<file path="src/rtl/classifier_cfg_ctrl_if.sv">
// Byte-wide configuration write channel of the classifier controller.
// The master drives write requests; the slave answers with cfg_ready.
interface classifier_cfg_ctrl_if;
    logic       cfg_valid;
    logic       cfg_ready;
    logic [2:0] cfg_addr;
    logic [7:0] cfg_data;

    modport master (
        output cfg_valid,
        output cfg_addr,
        output cfg_data,
        input  cfg_ready
    );

    modport slave (
        input  cfg_valid,
        input  cfg_addr,
        input  cfg_data,
        output cfg_ready
    );
endinterface

</file>
<file path="src/rtl/classifier_cfg_ctrl.sv">
// Configuration and sequencing controller in front of the seizure-event
// classifier. Register writes land in shadow registers; a validated commit
// copies them into the active set only while the classifier reports class C
// (or immediately when forced), then holds the classifier in restart for
// RESTART_CYCLES cycles with detections gated. A small monitor flags
// class changes and counts entries into class A.
module classifier_cfg_ctrl #(
    parameter int unsigned RESTART_CYCLES  = 4,
    parameter logic [7:0]  A_DEFAULT       = 8'd5,
    parameter logic [7:0]  B_DEFAULT       = 8'd1,
    parameter logic [15:0] TIMEOUT_DEFAULT = 16'd10000
) (
    input  logic                        clk,
    input  logic                        reset,
    classifier_cfg_ctrl_if.slave        cfg,
    input  logic [1:0]                  event_in,
    input  logic                        detection_in,
    output logic                        detection_out,
    output logic [7:0]                  class_a_thresh_out,
    output logic [7:0]                  class_b_thresh_out,
    output logic [15:0]                 timeout_period_out,
    output logic                        clf_reset,
    output logic                        busy,
    output logic                        pending,
    output logic                        cfg_error,
    output logic                        event_change,
    output logic [7:0]                  a_entry_count
);

    localparam logic [1:0] EV_C = 2'b00;
    localparam logic [1:0] EV_A = 2'b10;

    // Down-counter covers RESTART_CYCLES-1 cycles of the RESTART state.
    localparam int unsigned CNT_W = (RESTART_CYCLES > 2) ? $clog2(RESTART_CYCLES) : 1;
    localparam logic [CNT_W-1:0] CNT_LOAD = CNT_W'(RESTART_CYCLES - 1);
    localparam logic [CNT_W-1:0] CNT_ONE  = CNT_W'(1);

    typedef enum logic [1:0] {
        IDLE    = 2'd0,
        PENDING = 2'd1,
        APPLY   = 2'd2,
        RESTART = 2'd3
    } state_t;

    // Saturating increment used by the class-A entry counter.
    function automatic logic [7:0] sat_inc8(input logic [7:0] v);
        return (v == 8'hFF) ? v : v + 8'd1;
    endfunction

    state_t           state_q,  state_d;
    logic [CNT_W-1:0] cnt_q,    cnt_d;
    logic [7:0]       shd_a_q,  shd_a_d;
    logic [7:0]       shd_b_q,  shd_b_d;
    logic [15:0]      shd_t_q,  shd_t_d;
    logic [7:0]       act_a_q,  act_a_d;
    logic [7:0]       act_b_q,  act_b_d;
    logic [15:0]      act_t_q,  act_t_d;
    logic             err_q,    err_d;
    logic [1:0]       prev_ev_q, prev_ev_d;
    logic             evchg_q,  evchg_d;
    logic [7:0]       acnt_q,   acnt_d;

    logic wr_en;
    logic commit_ok;
    logic err_set;
    logic err_clr;
    logic acnt_clr;
    logic a_entry;

    assign cfg.cfg_ready = (state_q == IDLE);
    assign busy          = (state_q != IDLE);
    assign pending       = (state_q == PENDING);
    assign clf_reset     = (state_q == APPLY) || (state_q == RESTART);
    assign detection_out = detection_in & ~clf_reset;

    assign class_a_thresh_out = act_a_q;
    assign class_b_thresh_out = act_b_q;
    assign timeout_period_out = act_t_q;
    assign cfg_error          = err_q;
    assign event_change       = evchg_q;
    assign a_entry_count      = acnt_q;

    assign wr_en     = cfg.cfg_valid && cfg.cfg_ready;
    assign commit_ok = (shd_a_q > shd_b_q) && (shd_b_q != 8'd0) && (shd_t_q != 16'd0);

    // Sequencer next state: register writes, commit validation, apply and restart timing.
    always_comb begin
        state_d  = state_q;
        cnt_d    = cnt_q;
        shd_a_d  = shd_a_q;
        shd_b_d  = shd_b_q;
        shd_t_d  = shd_t_q;
        act_a_d  = act_a_q;
        act_b_d  = act_b_q;
        act_t_d  = act_t_q;
        err_set  = 1'b0;
        err_clr  = 1'b0;
        acnt_clr = 1'b0;
        case (state_q)
            IDLE: begin
                if (wr_en) begin
                    case (cfg.cfg_addr)
                        3'd0: shd_a_d = cfg.cfg_data;
                        3'd1: shd_b_d = cfg.cfg_data;
                        3'd2: shd_t_d[7:0]  = cfg.cfg_data;
                        3'd3: shd_t_d[15:8] = cfg.cfg_data;
                        3'd4: begin
                            if (commit_ok) begin
                                state_d = (cfg.cfg_data[0] || (event_in == EV_C)) ? APPLY : PENDING;
                            end else begin
                                err_set = 1'b1;
                            end
                        end
                        3'd5: begin
                            err_clr  = cfg.cfg_data[0];
                            acnt_clr = cfg.cfg_data[1];
                        end
                        default: ;
                    endcase
                end
            end
            PENDING: begin
                // Wait indefinitely for a quiet classifier before swapping thresholds.
                if (event_in == EV_C) begin
                    state_d = APPLY;
                end
            end
            APPLY: begin
                act_a_d = shd_a_q;
                act_b_d = shd_b_q;
                act_t_d = shd_t_q;
                if (RESTART_CYCLES > 1) begin
                    state_d = RESTART;
                    cnt_d   = CNT_LOAD;
                end else begin
                    state_d = IDLE;
                end
            end
            RESTART: begin
                if (cnt_q <= CNT_ONE) begin
                    state_d = IDLE;
                end else begin
                    cnt_d = cnt_q - CNT_ONE;
                end
            end
            default: state_d = IDLE;
        endcase
        // A rejected commit outranks a clear landing on the same edge.
        err_d = err_set ? 1'b1 : (err_clr ? 1'b0 : err_q);
    end

    // Event monitor next state: change pulse, previous code and class-A entry count.
    always_comb begin
        a_entry = (event_in == EV_A) && (prev_ev_q != EV_A) && !clf_reset;
        if (clf_reset) begin
            evchg_d   = 1'b0;
            prev_ev_d = EV_C;
        end else begin
            evchg_d   = (event_in != prev_ev_q);
            prev_ev_d = event_in;
        end
        if (acnt_clr) begin
            acnt_d = 8'd0;
        end else if (a_entry) begin
            acnt_d = sat_inc8(acnt_q);
        end else begin
            acnt_d = acnt_q;
        end
    end

    // Sequencer state and configuration registers; reset aborts any apply in flight.
    always_ff @(posedge clk or posedge reset) begin
        if (reset) begin
            state_q <= IDLE;
            cnt_q   <= '0;
            shd_a_q <= A_DEFAULT;
            shd_b_q <= B_DEFAULT;
            shd_t_q <= TIMEOUT_DEFAULT;
            act_a_q <= A_DEFAULT;
            act_b_q <= B_DEFAULT;
            act_t_q <= TIMEOUT_DEFAULT;
            err_q   <= 1'b0;
        end else begin
            state_q <= state_d;
            cnt_q   <= cnt_d;
            shd_a_q <= shd_a_d;
            shd_b_q <= shd_b_d;
            shd_t_q <= shd_t_d;
            act_a_q <= act_a_d;
            act_b_q <= act_b_d;
            act_t_q <= act_t_d;
            err_q   <= err_d;
        end
    end

    // Event monitor registers.
    always_ff @(posedge clk or posedge reset) begin
        if (reset) begin
            prev_ev_q <= EV_C;
            evchg_q   <= 1'b0;
            acnt_q    <= 8'd0;
        end else begin
            prev_ev_q <= prev_ev_d;
            evchg_q   <= evchg_d;
            acnt_q    <= acnt_d;
        end
    end

endmodule
</file>
<file path="src/flat_wrapper.sv">
// flat-port wrapper written by rule: the top's interface ports become plain ports
module classifier_cfg_ctrl_flat 
#(
    parameter int unsigned RESTART_CYCLES  = 4,
    parameter logic [7:0]  A_DEFAULT       = 8'd5,
    parameter logic [7:0]  B_DEFAULT       = 8'd1,
    parameter logic [15:0] TIMEOUT_DEFAULT = 16'd10000
)
  (clk, reset, event_in, detection_in, detection_out, class_a_thresh_out, class_b_thresh_out, timeout_period_out, clf_reset, busy, pending, cfg_error, event_change, a_entry_count, cfg_cfg_valid, cfg_cfg_addr, cfg_cfg_data, cfg_cfg_ready);
  classifier_cfg_ctrl_if cfg_i ();
  input  logic clk;
  input  logic reset;
  input  logic [1:0] event_in;
  input  logic detection_in;
  output logic detection_out;
  output logic [7:0] class_a_thresh_out;
  output logic [7:0] class_b_thresh_out;
  output logic [15:0] timeout_period_out;
  output logic clf_reset;
  output logic busy;
  output logic pending;
  output logic cfg_error;
  output logic event_change;
  output logic [7:0] a_entry_count;
  input wire logic [$bits(cfg_i.cfg_valid)-1:0] cfg_cfg_valid;
  input wire logic [$bits(cfg_i.cfg_addr)-1:0] cfg_cfg_addr;
  input wire logic [$bits(cfg_i.cfg_data)-1:0] cfg_cfg_data;
  output wire logic [$bits(cfg_i.cfg_ready)-1:0] cfg_cfg_ready;
  assign cfg_i.cfg_valid = cfg_cfg_valid;
  assign cfg_i.cfg_addr = cfg_cfg_addr;
  assign cfg_i.cfg_data = cfg_cfg_data;
  assign cfg_cfg_ready = cfg_i.cfg_ready;
  classifier_cfg_ctrl #(.RESTART_CYCLES(RESTART_CYCLES), .A_DEFAULT(A_DEFAULT), .B_DEFAULT(B_DEFAULT), .TIMEOUT_DEFAULT(TIMEOUT_DEFAULT)) u_core (.clk(clk), .reset(reset), .cfg(cfg_i), .event_in(event_in), .detection_in(detection_in), .detection_out(detection_out), .class_a_thresh_out(class_a_thresh_out), .class_b_thresh_out(class_b_thresh_out), .timeout_period_out(timeout_period_out), .clf_reset(clf_reset), .busy(busy), .pending(pending), .cfg_error(cfg_error), .event_change(event_change), .a_entry_count(a_entry_count));
endmodule
</file>
<file path="config.mk">
export PLATFORM = sky130hd
export DESIGN_NAME = classifier_cfg_ctrl_flat
export DESIGN_NICKNAME = d
export VERILOG_FILES = /design/src/rtl/classifier_cfg_ctrl_if.sv /design/src/rtl/classifier_cfg_ctrl.sv /design/src/flat_wrapper.sv
export SDC_FILE = /design/constraint.sdc
export NUM_CORES = 1
export LEC_CHECK = 0
export ABC_CLOCK_PERIOD_IN_PS = 5800
export CAP_MARGIN = 10
export CORE_ASPECT_RATIO = 1.75
export CORE_MARGIN = 3
export CORE_UTILIZATION = 50
export CTS_CLUSTER_SIZE = 24
export DETAILED_ROUTE_END_ITERATION = 8
export PLACE_DENSITY = 0.75
export SYNTH_ARGS = -nofsm -noshare
export SYNTH_HDL_FRONTEND = slang
export SYNTH_SLANG_ARGS = --single-unit
</file>
<file path="constraint.sdc">
create_clock -name clk -period 5.8 [get_ports clk]
set_clock_uncertainty 0.2 [all_clocks]
set_input_delay 1.16 -clock clk [delete_from_list [all_inputs] [get_ports clk]]
set_output_delay 1.16 -clock clk [all_outputs]
set_load 0.005 [all_outputs]
</file>
**Yosys cells after proc, flatten, opt, wreduce, memory -nomap -nowiden**

Index checks and enable logic that the tools add are counted.

- Word-level logic and storage cells: 88
- Output and inout bits: 47
- Bits in registers: 80

- Order comparisons: 2
- Eq/ne operators: 19
- Bitwise operators: 2
- Mux-type cells: 26
- Add/subtract/negate cells: 2
- Reductions and logical operators: 24

Operator list:

| operator | count |
|---|---|
| 2-to-1 mux 8 bit | 3 |
| 2-to-1 mux 2 bit | 8 |
| nonzero test 16 bit | 1 |
| 2-to-1 mux 1 bit | 13 |
| != test 2 bit (second input constant) | 6 |
| AND reduction 3 bit | 4 |
| adder 8 x 1 -> 8 bit (second input constant) | 1 |
| equality test 8 bit (second input constant) | 1 |
| greater-than comparator 8 bit | 1 |
| one-hot mux 2 bit (4 select lines) | 1 |
| nonzero test 2 bit | 4 |
| nonzero test 8 bit | 1 |
| equality test 2 bit (second input constant) | 3 |
| equality test 3 x 2 -> 1 bit (second input constant) | 2 |
| equality test 3 bit (second input constant) | 2 |
| logical AND 1 bit | 5 |
| AND reduction 5 bit | 1 |
| logical NOT 2 bit | 2 |
| != test 2 x 1 -> 1 bit (second input constant) | 2 |
| one-hot mux 2 bit (2 select lines) | 1 |
| AND reduction 2 bit | 2 |
| equality test 3 x 1 -> 1 bit (second input constant) | 1 |
| logical NOT 3 bit | 1 |
| equality test 2 x 1 -> 1 bit (second input constant) | 1 |
| other kinds (7) | 8 |

**Depth between registers and ports, before layout**

Gate-level depths: netlist (run 1).

- Word-level depth: 8
- Depth in mapped cells: 9

**Worst setup path before layout (run 1)**

No wires, ideal clock.

- Path type: input -> output
- Start: input port detection_in
- End: output port detection_out
- Arrival time: 1.285 ns
- Cell stages on the path: 1
- Buffers on the path: 0
- Setup slack: 3.155 ns
- Required time: 4.440 ns
- Cells stage by stage: and2_1

- Word-level cells in the longest chain between the ends: 1

Ends and longest elaborated chain:

| element | RTL line | RTL |
|---|---|---|
| from (decl) | flat_wrapper.sv:14 | `input logic detection_in;` |
| bitwise AND 1 bit | classifier_cfg_ctrl.sv:74 | `assign detection_out = detection_in & ~clf_reset;` |
| to (decl) | flat_wrapper.sv:15 | `output logic detection_out;` |

No other way between the ends.

**Worst setup path after layout (run 1)**

Same ends and word-level chain as after synthesis.

==> flow_metrics.py, run 1 <==
metrics = {
    "yosys": {
        "ys_seq_area_share_pct": 56.1,
        "yosysWarnings": 0,
        "syn_area_per_cell_um2": 12.9,
        "postSynthRegisterBits": 80,
        "synthFlopType": "dfrtp_1",
        "syn-num-nets": 310,
        "synthCells": 279,
        "synth_edf_count": 0,
        "synthArstFlopShare_pct": 100,
        "synthDistinctLibCells": 44,
        "syn_area_um2": 3600,
    },
    "setup_path": {
        "critPathLaunchType": "input port",
        "r2r_start": "u_core.state_q[0]",
        "cp_max_fo": 1,
        "worstPathRequired_ns": 4.44,
        "critPathLaunch": "detection_in",
        "path_class": "in2out",
        "crit_arrival_ns": 2.20,
        "r2r-end": "u_core.a_entry_count[5]",
        "regToRegSetupSlack_ns": 3.35,
        "worstSetupEndpointType": "output port",
        "crit_chain": "clkdlybuf4s50_1 > and2_1 > clkdlybuf4s50_1",
        "r2r_cells": 8,
        "crit_slowest_cell": "clkdlybuf4s50_1",
        "endpoint": "detection_out",
        "cpMostUsedCell": "clkdlybuf4s50_1",
        "slowest_delay_ns": 0.49,
    },
    "final_layout": {
        "syn_to_final_growth_pct": 28.4,
        "final_nets": 380,
        "fin_util_pct": 66.5,
        "final_cells": 438,
        "final_layout_size_suffix_gt1_share_pct": 26.0,
        "fillCellCount": 540,
        "fin_area_um2": 4630,
        "antenna_cells": 0,
    },
    "die": {
        "dieArea_um2": 8300,
        "chipWidth_um": 70.2,
        "die_h_um": 118,
        "core_um2": 6960,
        "io_pins": 64,
        "initial_core_util_pct": 51.8,
        "num_rows": 40,
    },
    "clock_tree": {
        "cts_setup_buffers": 0,
        "clock-sinks": 80,
        "clkTransAtPathRegs_ns": 0.06,
        "clk_latency_ns": 0.34,
        "cts.path.max_buffers": 2,
        "cts-buffers-inserted": 9,
        "cts_hold_buf": 0,
        "cts_root_buf": "clkbuf_16",
        "cts_max_level": 3,
        "cts_tree": "built",
        "cts_resized": 0,
    },
    "placement": {
        "dp.cells": 422,
        "pre_cts_slack_ns": 2.23,
        "place_hpwl_um": 5450,
        "port_buffers": 63,
        "placed_area_um2": 4330,
        "gp_congestion": 0.833,
    },
    "sta": {
        "setup_viol": 0,
        "fmax_ghz": 0.281,
        "rsz0062_at_grt": "no",
        "hold_viol_final": 0,
        "worst_pin_slew_ns": 0.996,
        "final.period_utilization_pct": 61.4,
        "timing.hold.ws_ns": 0.302,
        "fin_tns_setup_ns": 0,
        "slew_viol_final": 0,
        "period_minus_slack_ns": 3.56,
        "slew_headroom_pct": 33.5,
        "worst_slack_ns": 2.24,
    },
    "drt": {
        "wl_um": 7430,
        "via_per_inst": 5.62,
        "first_pass_iters": 4,
        "drc": 0,
        "vias": 2460,
        "drt_first_iter_violations": 148,
        "wl_per_cell_um": 17.0,
        "ant_nets": 0,
    },
    "worst_hold_path": {
        "hp-class": "reg2reg",
    },
    "global_route": {
        "grt_pass1_vias": 2698,
        "antenna_found_initial": 0,
        "grtUsageTotal_pct": 19.5,
        "grt_pass1_wl_um": 12600,
        "overflow": 0,
        "grt_max_degree": 51,
    },
    "status": {
        "outcome": "completed",
    },
    "pwr": {
        "power_frac_comb_pct": 38.1,
        "power.internal_mw": 1.74,
        "leakage_nw": 2.01,
        "p_sw_share_pct": 30.6,
        "cellPowerDensity_nw_per_um2": 542,
        "seq_power_share_pct": 39.7,
        "total_power_mw": 2.51,
        "ir_drop_uv": 377,
        "power_frac_clock_pct": 22.2,
        "switchingPower_mw": 0.768,
    },
    "job": {
        "maxCapViolations": 0,
    },
}
final cells by class:
cell class                      instances  area (um2)  share of cell area, %
Multi-Input combinational cell        177        1490                   32.2
Timing Repair Buffer                   66         653                   14.1
Tap cell                               84         105                   2.27
Inverter                               15        56.3                   1.22
Clock buffer                           10         239                   5.17
Sequential cell                        80        2020                   43.7
Clock inverter                          6        58.8                   1.27
cell usage in the layout, fill, tap and decap left out, types with 9 or more instances in the layout:
| cell | netlist | layout |
|---|---|---|
| dfrtp_1 | 64 | 64 |
| clkdlybuf4s50_1 | 0 | 63 |
| mux2_2 | 49 | 49 |
| nand2_1 | 18 | 18 |
| dfstp_2 | 16 | 16 |
| ha_1 | 14 | 14 |
| inv_1 | 13 | 12 |
| a21oi_1 | 11 | 11 |
| o21ai_1 | 9 | 9 |
| clkbuf_16 | 0 | 9 |
registers in the layout (all words and copies together) (netlist names):
name                       flops
u_core.state_q                 2
u_core.timeout_period_out     16
u_core.class_b_thresh_out      8
u_core.shd_t_q                16
u_core.class_a_thresh_out      8
u_core.cfg_error               1
u_core.cnt_q                   2
u_core.shd_a_q                 8
u_core.prev_ev_q               2
u_core.event_change            1
u_core.a_entry_count           8
u_core.shd_b_q                 8
layer usage:
metal | vias up | global-route usage (%) | share of wire, % | routed length, um
li1 | 1153 | - | - | -
met1 | 1222 | 20.5 | 37 | 2780
met2 | 61 | 34.5 | 55 | 4090
met3 | 24 | 4.26 | 3.4 | 253
met4 | 0 | 12.1 | 4.1 | 304
met5 | - | 0 | 0 | 0
worst min-delay path by stage:
| stage | startpoint | to | slack (ns) | cells past startpoint |
|---|---|---|---|---|
| after floorplan | u_core.shd_a_q[0] | u_core.shd_a_q[0] | 0.27 | 2 |
| after global placement | u_core.timeout_period_out[11] | u_core.timeout_period_out[11] | 0.29 | 1 |
| after detailed placement | u_core.timeout_period_out[15] | u_core.timeout_period_out[15] | 0.30 | 1 |
| after CTS | u_core.timeout_period_out[15] | u_core.timeout_period_out[15] | 0.31 | 1 |
| after global routing | u_core.timeout_period_out[12] | u_core.timeout_period_out[12] | 0.32 | 1 |
| final | u_core.timeout_period_out[15] | u_core.timeout_period_out[15] | 0.30 | 1 |
cells in the mapped netlist, types with 2 or more instances:
cell | instances | area (um2)
ha_1 | 14 | 175
mux2_1 | 7 | 78.8
nand4_1 | 3 | 18.8
nor4_1 | 6 | 37.5
o21ai_0 | 4 | 20.0
dfrtp_1 | 64 | 1600
a21oi_1 | 11 | 55.1
o31ai_1 | 2 | 15.0
o211ai_1 | 3 | 22.5
dfstp_2 | 16 | 420
nand2_1 | 18 | 67.6
nand3_1 | 4 | 20.0
o21ai_1 | 9 | 45.0
clkbuf_1 | 6 | 22.5
inv_1 | 13 | 48.8
nor2b_1 | 2 | 12.5
o2111ai_1 | 2 | 17.5
and2_1 | 4 | 25.0
or4_1 | 3 | 22.5
nor2_1 | 7 | 26.3
xnor2_1 | 2 | 17.5
inv_2 | 2 | 7.51
nor3b_1 | 3 | 22.5
mux2_2 | 49 | 552
xor2_1 | 4 | 35.0
a21o_1 | 3 | 22.5
critical path: cells and delay by family:
kind | cells | cell delay, ns
buffers and inverters | 2 | 0.93
and+or+nand+nor | 1 | 0.11
cells by family (layout without fill, tap and decap cells):
kind of cell | after synthesis | count (layout) | share of synthesized area (%)
DFF | 80 | 80 | 56.1
and+or+nand+nor | 61 | 61 | 10.5
muxes | 57 | 57 | 17.8
AOI/OAI and AO/OA | 39 | 39 | 6.77
buffers and inverters | 22 | 97 | 2.50
adders and majority gates | 14 | 14 | 4.86
xor gates and xnor gates | 6 | 6 | 1.46
power by group through the flow:
stage	clock, mW	combinational (mW)	sequential (mW)
detailed placement	0	0.962	1.01
global route	0.592	1.05	1.03
floorplan	0	0.574	0.965
finish	0.556	0.956	0.996
global placement	0	0.932	0.996
CTS	0.568	0.973	1.00
Power figures use the tool's default switching activity.
==> run 2, diff against run 1 <==
--- a/config.mk
+++ b/config.mk
@@ -5,14 +5,14 @@
 export SDC_FILE = /design/constraint.sdc
 export NUM_CORES = 1
 export LEC_CHECK = 0
-export ABC_CLOCK_PERIOD_IN_PS = 5800
+export ABC_CLOCK_PERIOD_IN_PS = 3120
 export CAP_MARGIN = 10
 export CORE_ASPECT_RATIO = 1.75
 export CORE_MARGIN = 3
-export CORE_UTILIZATION = 50
+export CORE_UTILIZATION = 47
 export CTS_CLUSTER_SIZE = 24
 export DETAILED_ROUTE_END_ITERATION = 8
-export PLACE_DENSITY = 0.75
+export PLACE_DENSITY = 0.74
 export SYNTH_ARGS = -nofsm -noshare
 export SYNTH_HDL_FRONTEND = slang
 export SYNTH_SLANG_ARGS = --single-unit
==> constraint.sdc (replaced) <==
create_clock -name clk -period 3.12 [get_ports clk]
set_clock_uncertainty 0.2 [all_clocks]
set_input_delay 0.624 -clock clk [delete_from_list [all_inputs] [get_ports clk]]
set_output_delay 0.624 -clock clk [all_outputs]
set_load 0.005 [all_outputs]
==> flow_metrics.py, run 2 (same netlist as run 1, synthesis figures left out) <==
metrics = {
    "sta": {
        "final.period_utilization_pct": 85.7,
        "hold_viol_final": 0,
        "period_minus_slack_ns": 2.67,
        "timing.hold.ws_ns": 0.305,
        "slew_headroom_pct": 59.9,
        "rsz0062_at_grt": "no",
        "fmax_ghz": 0.374,
        "fin_tns_setup_ns": 0,
        "setup_viol": 0,
        "worst_pin_slew_ns": 0.597,
        "slew_viol_final": 0,
    },
    "clock_tree": {
        "cts_max_level": 3,
        "cts_root_buf": "clkbuf_16",
        "cts_setup_buffers": 0,
        "cts_tree": "built",
        "cts_resized": 0,
        "clock-sinks": 80,
        "cts-buffers-inserted": 9,
        "cts.path.max_buffers": 2,
        "clkTransAtPathRegs_ns": 0.06,
        "cts_hold_buf": 0,
        "clk_latency_ns": 0.33,
    },
    "final_layout": {
        "antenna_cells": 0,
        "fin_area_um2": 4610,
        "final_layout_size_suffix_gt1_share_pct": 24.6,
        "syn_to_final_growth_pct": 27.8,
        "final_nets": 380,
        "layout_commonest_cell": "dfrtp_1",
        "final_cell_mix": "dfrtp_1, clkdlybuf4s50_1, mux2_2",
        "fillCellCount": 601,
        "multi_input_area_um2": 1490,
        "seqCellArea_um2": 2020,
    },
    "worst_hold_path": {
        "hold-path-cell-count": 1,
        "hp-class": "reg2reg",
    },
    "placement": {
        "placed_area_um2": 4340,
        "place_hpwl_um": 5490,
        "gp_congestion": 0.799,
        "port_buffers": 63,
    },
    "setup_path": {
        "critPathLaunch": "u_core.state_q[0]",
        "crit_arrival_ns": 1.85,
        "path_class": "reg2out",
        "worstPathRequired_ns": 2.30,
        "cp_max_fo": 5,
        "crit_slowest_cell": "clkdlybuf4s50_1",
        "critPathLaunchType": "flip-flop",
        "worstSetupEndpointType": "output port",
        "r2r-end": "u_core.a_entry_count[5]",
        "crit_chain": "inv_1 > ha_1 > nor2_8 > and2_1 > clkdlybuf4s50_1",
        "r2r_start": "u_core.state_q[0]",
        "regToRegSetupSlack_ns": 0.68,
        "slowest_delay_ns": 0.49,
        "r2r_cells": 8,
        "endpoint": "detection_out",
    },
    "global_route": {
        "grt_max_degree": 81,
        "grt_pass1_wl_um": 12100,
        "antenna_found_initial": 0,
        "grtUsageTotal_pct": 18.2,
        "grt_pass1_vias": 2570,
        "overflow": 0,
    },
    "pwr": {
        "leakage_nw": 1.99,
        "switchingPower_mw": 1.41,
        "ir_drop_uv": 566,
        "power_frac_clock_pct": 20.4,
        "power_frac_comb_pct": 39.1,
        "p_sw_share_pct": 30.9,
        "cellPowerDensity_nw_per_um2": 994,
        "power.internal_mw": 3.16,
        "seq_power_share_pct": 40.5,
    },
    "drt": {
        "drt_first_iter_violations": 129,
        "via_per_inst": 5.52,
        "wl_um": 7500,
        "drc": 0,
        "first_pass_iters": 4,
        "wl_per_cell_um": 17.0,
        "vias": 2429,
        "ant_nets": 0,
    },
    "die": {
        "chipWidth_um": 72.2,
        "core_um2": 7340,
        "io_pins": 64,
        "initial_core_util_pct": 49.1,
        "die_h_um": 122,
        "num_rows": 41,
        "dieArea_um2": 8790,
    },
    "job": {
        "maxCapViolations": 0,
    },
    "status": {
        "outcome": "completed",
    },
}
## run 2: cell count changes in the layout (fill, tap and decap cells not counted), sizes merged
cell / before / now
bufinv: 1 / 0
clkbuf: 10 / 15
clkinv: 5 / 1
## run 2: metal layers
| metal | share of wire (%) | GRT usage, % |
|---|---|---|
| met5 | 0 | 0 |
| met4 | 2.3 | 10.4 |
| met3 | 3.1 | 2.56 |
| met2 | 56 | 33.3 |
| met1 | 38 | 19.3 |
## run 2: worst min-delay path by stage
stage | from | end
2_1_floorplan | u_core.shd_a_q[0] | u_core.shd_a_q[0]
3_3_place_gp | u_core.shd_a_q[5] | u_core.shd_a_q[5]
3_5_place_dp | u_core.class_b_thresh_out[5] | u_core.class_b_thresh_out[5]
4_1_cts | u_core.class_b_thresh_out[5] | u_core.class_b_thresh_out[5]
5_1_grt | u_core.class_b_thresh_out[1] | u_core.class_b_thresh_out[1]
6_report | u_core.class_b_thresh_out[5] | u_core.class_b_thresh_out[5]
## run 2: layout make-up
type                       instances  area share, %
tap                               86           2.34
multi-input combinational        177           32.4
timing repair buffer              66           14.5
clock inverter                     1          0.109
sequential                        80           43.9
inverter                          15           1.22
clock buffer                      15           5.60
## run 2: stage by stage
| step | power [mW] | setup WS [ns] | std cells | util, % |
|---|---|---|---|---|
| final | 4.58 | 0.446 | 440 | 62.8 |
| after global placement | 3.60 | 0.449 | 424 | 59.2 |
| after CTS | 4.64 | 0.426 | 440 | 62.8 |
| after detailed placement | 3.68 | 0.394 | 424 | 59.2 |
| after floorplan | 2.86 | 0.271 | 279 | - |
| after global routing | 4.86 | 0.341 | 440 | 62.8 |
## run 2: worst max-delay path, delay by kind of cell (launching register included)
kind / cells / cell delay (ns)
buffers and inverters: 2 / 0.59
flip-flops: 1 / 0.37
adder cells (fa/ha/maj): 1 / 0.28
AND/OR/NAND/NOR: 2 / 0.28
## run 2: power groups by stage
stage | registers (mW) | logic (mW) | clock network (mW)
3_5_place_dp | 1.87 | 1.81 | 0
5_1_grt | 1.91 | 1.96 | 0.984
3_3_place_gp | 1.86 | 1.75 | 0
4_1_cts | 1.86 | 1.82 | 0.958
6_report | 1.85 | 1.79 | 0.934
2_1_floorplan | 1.79 | 1.07 | 0
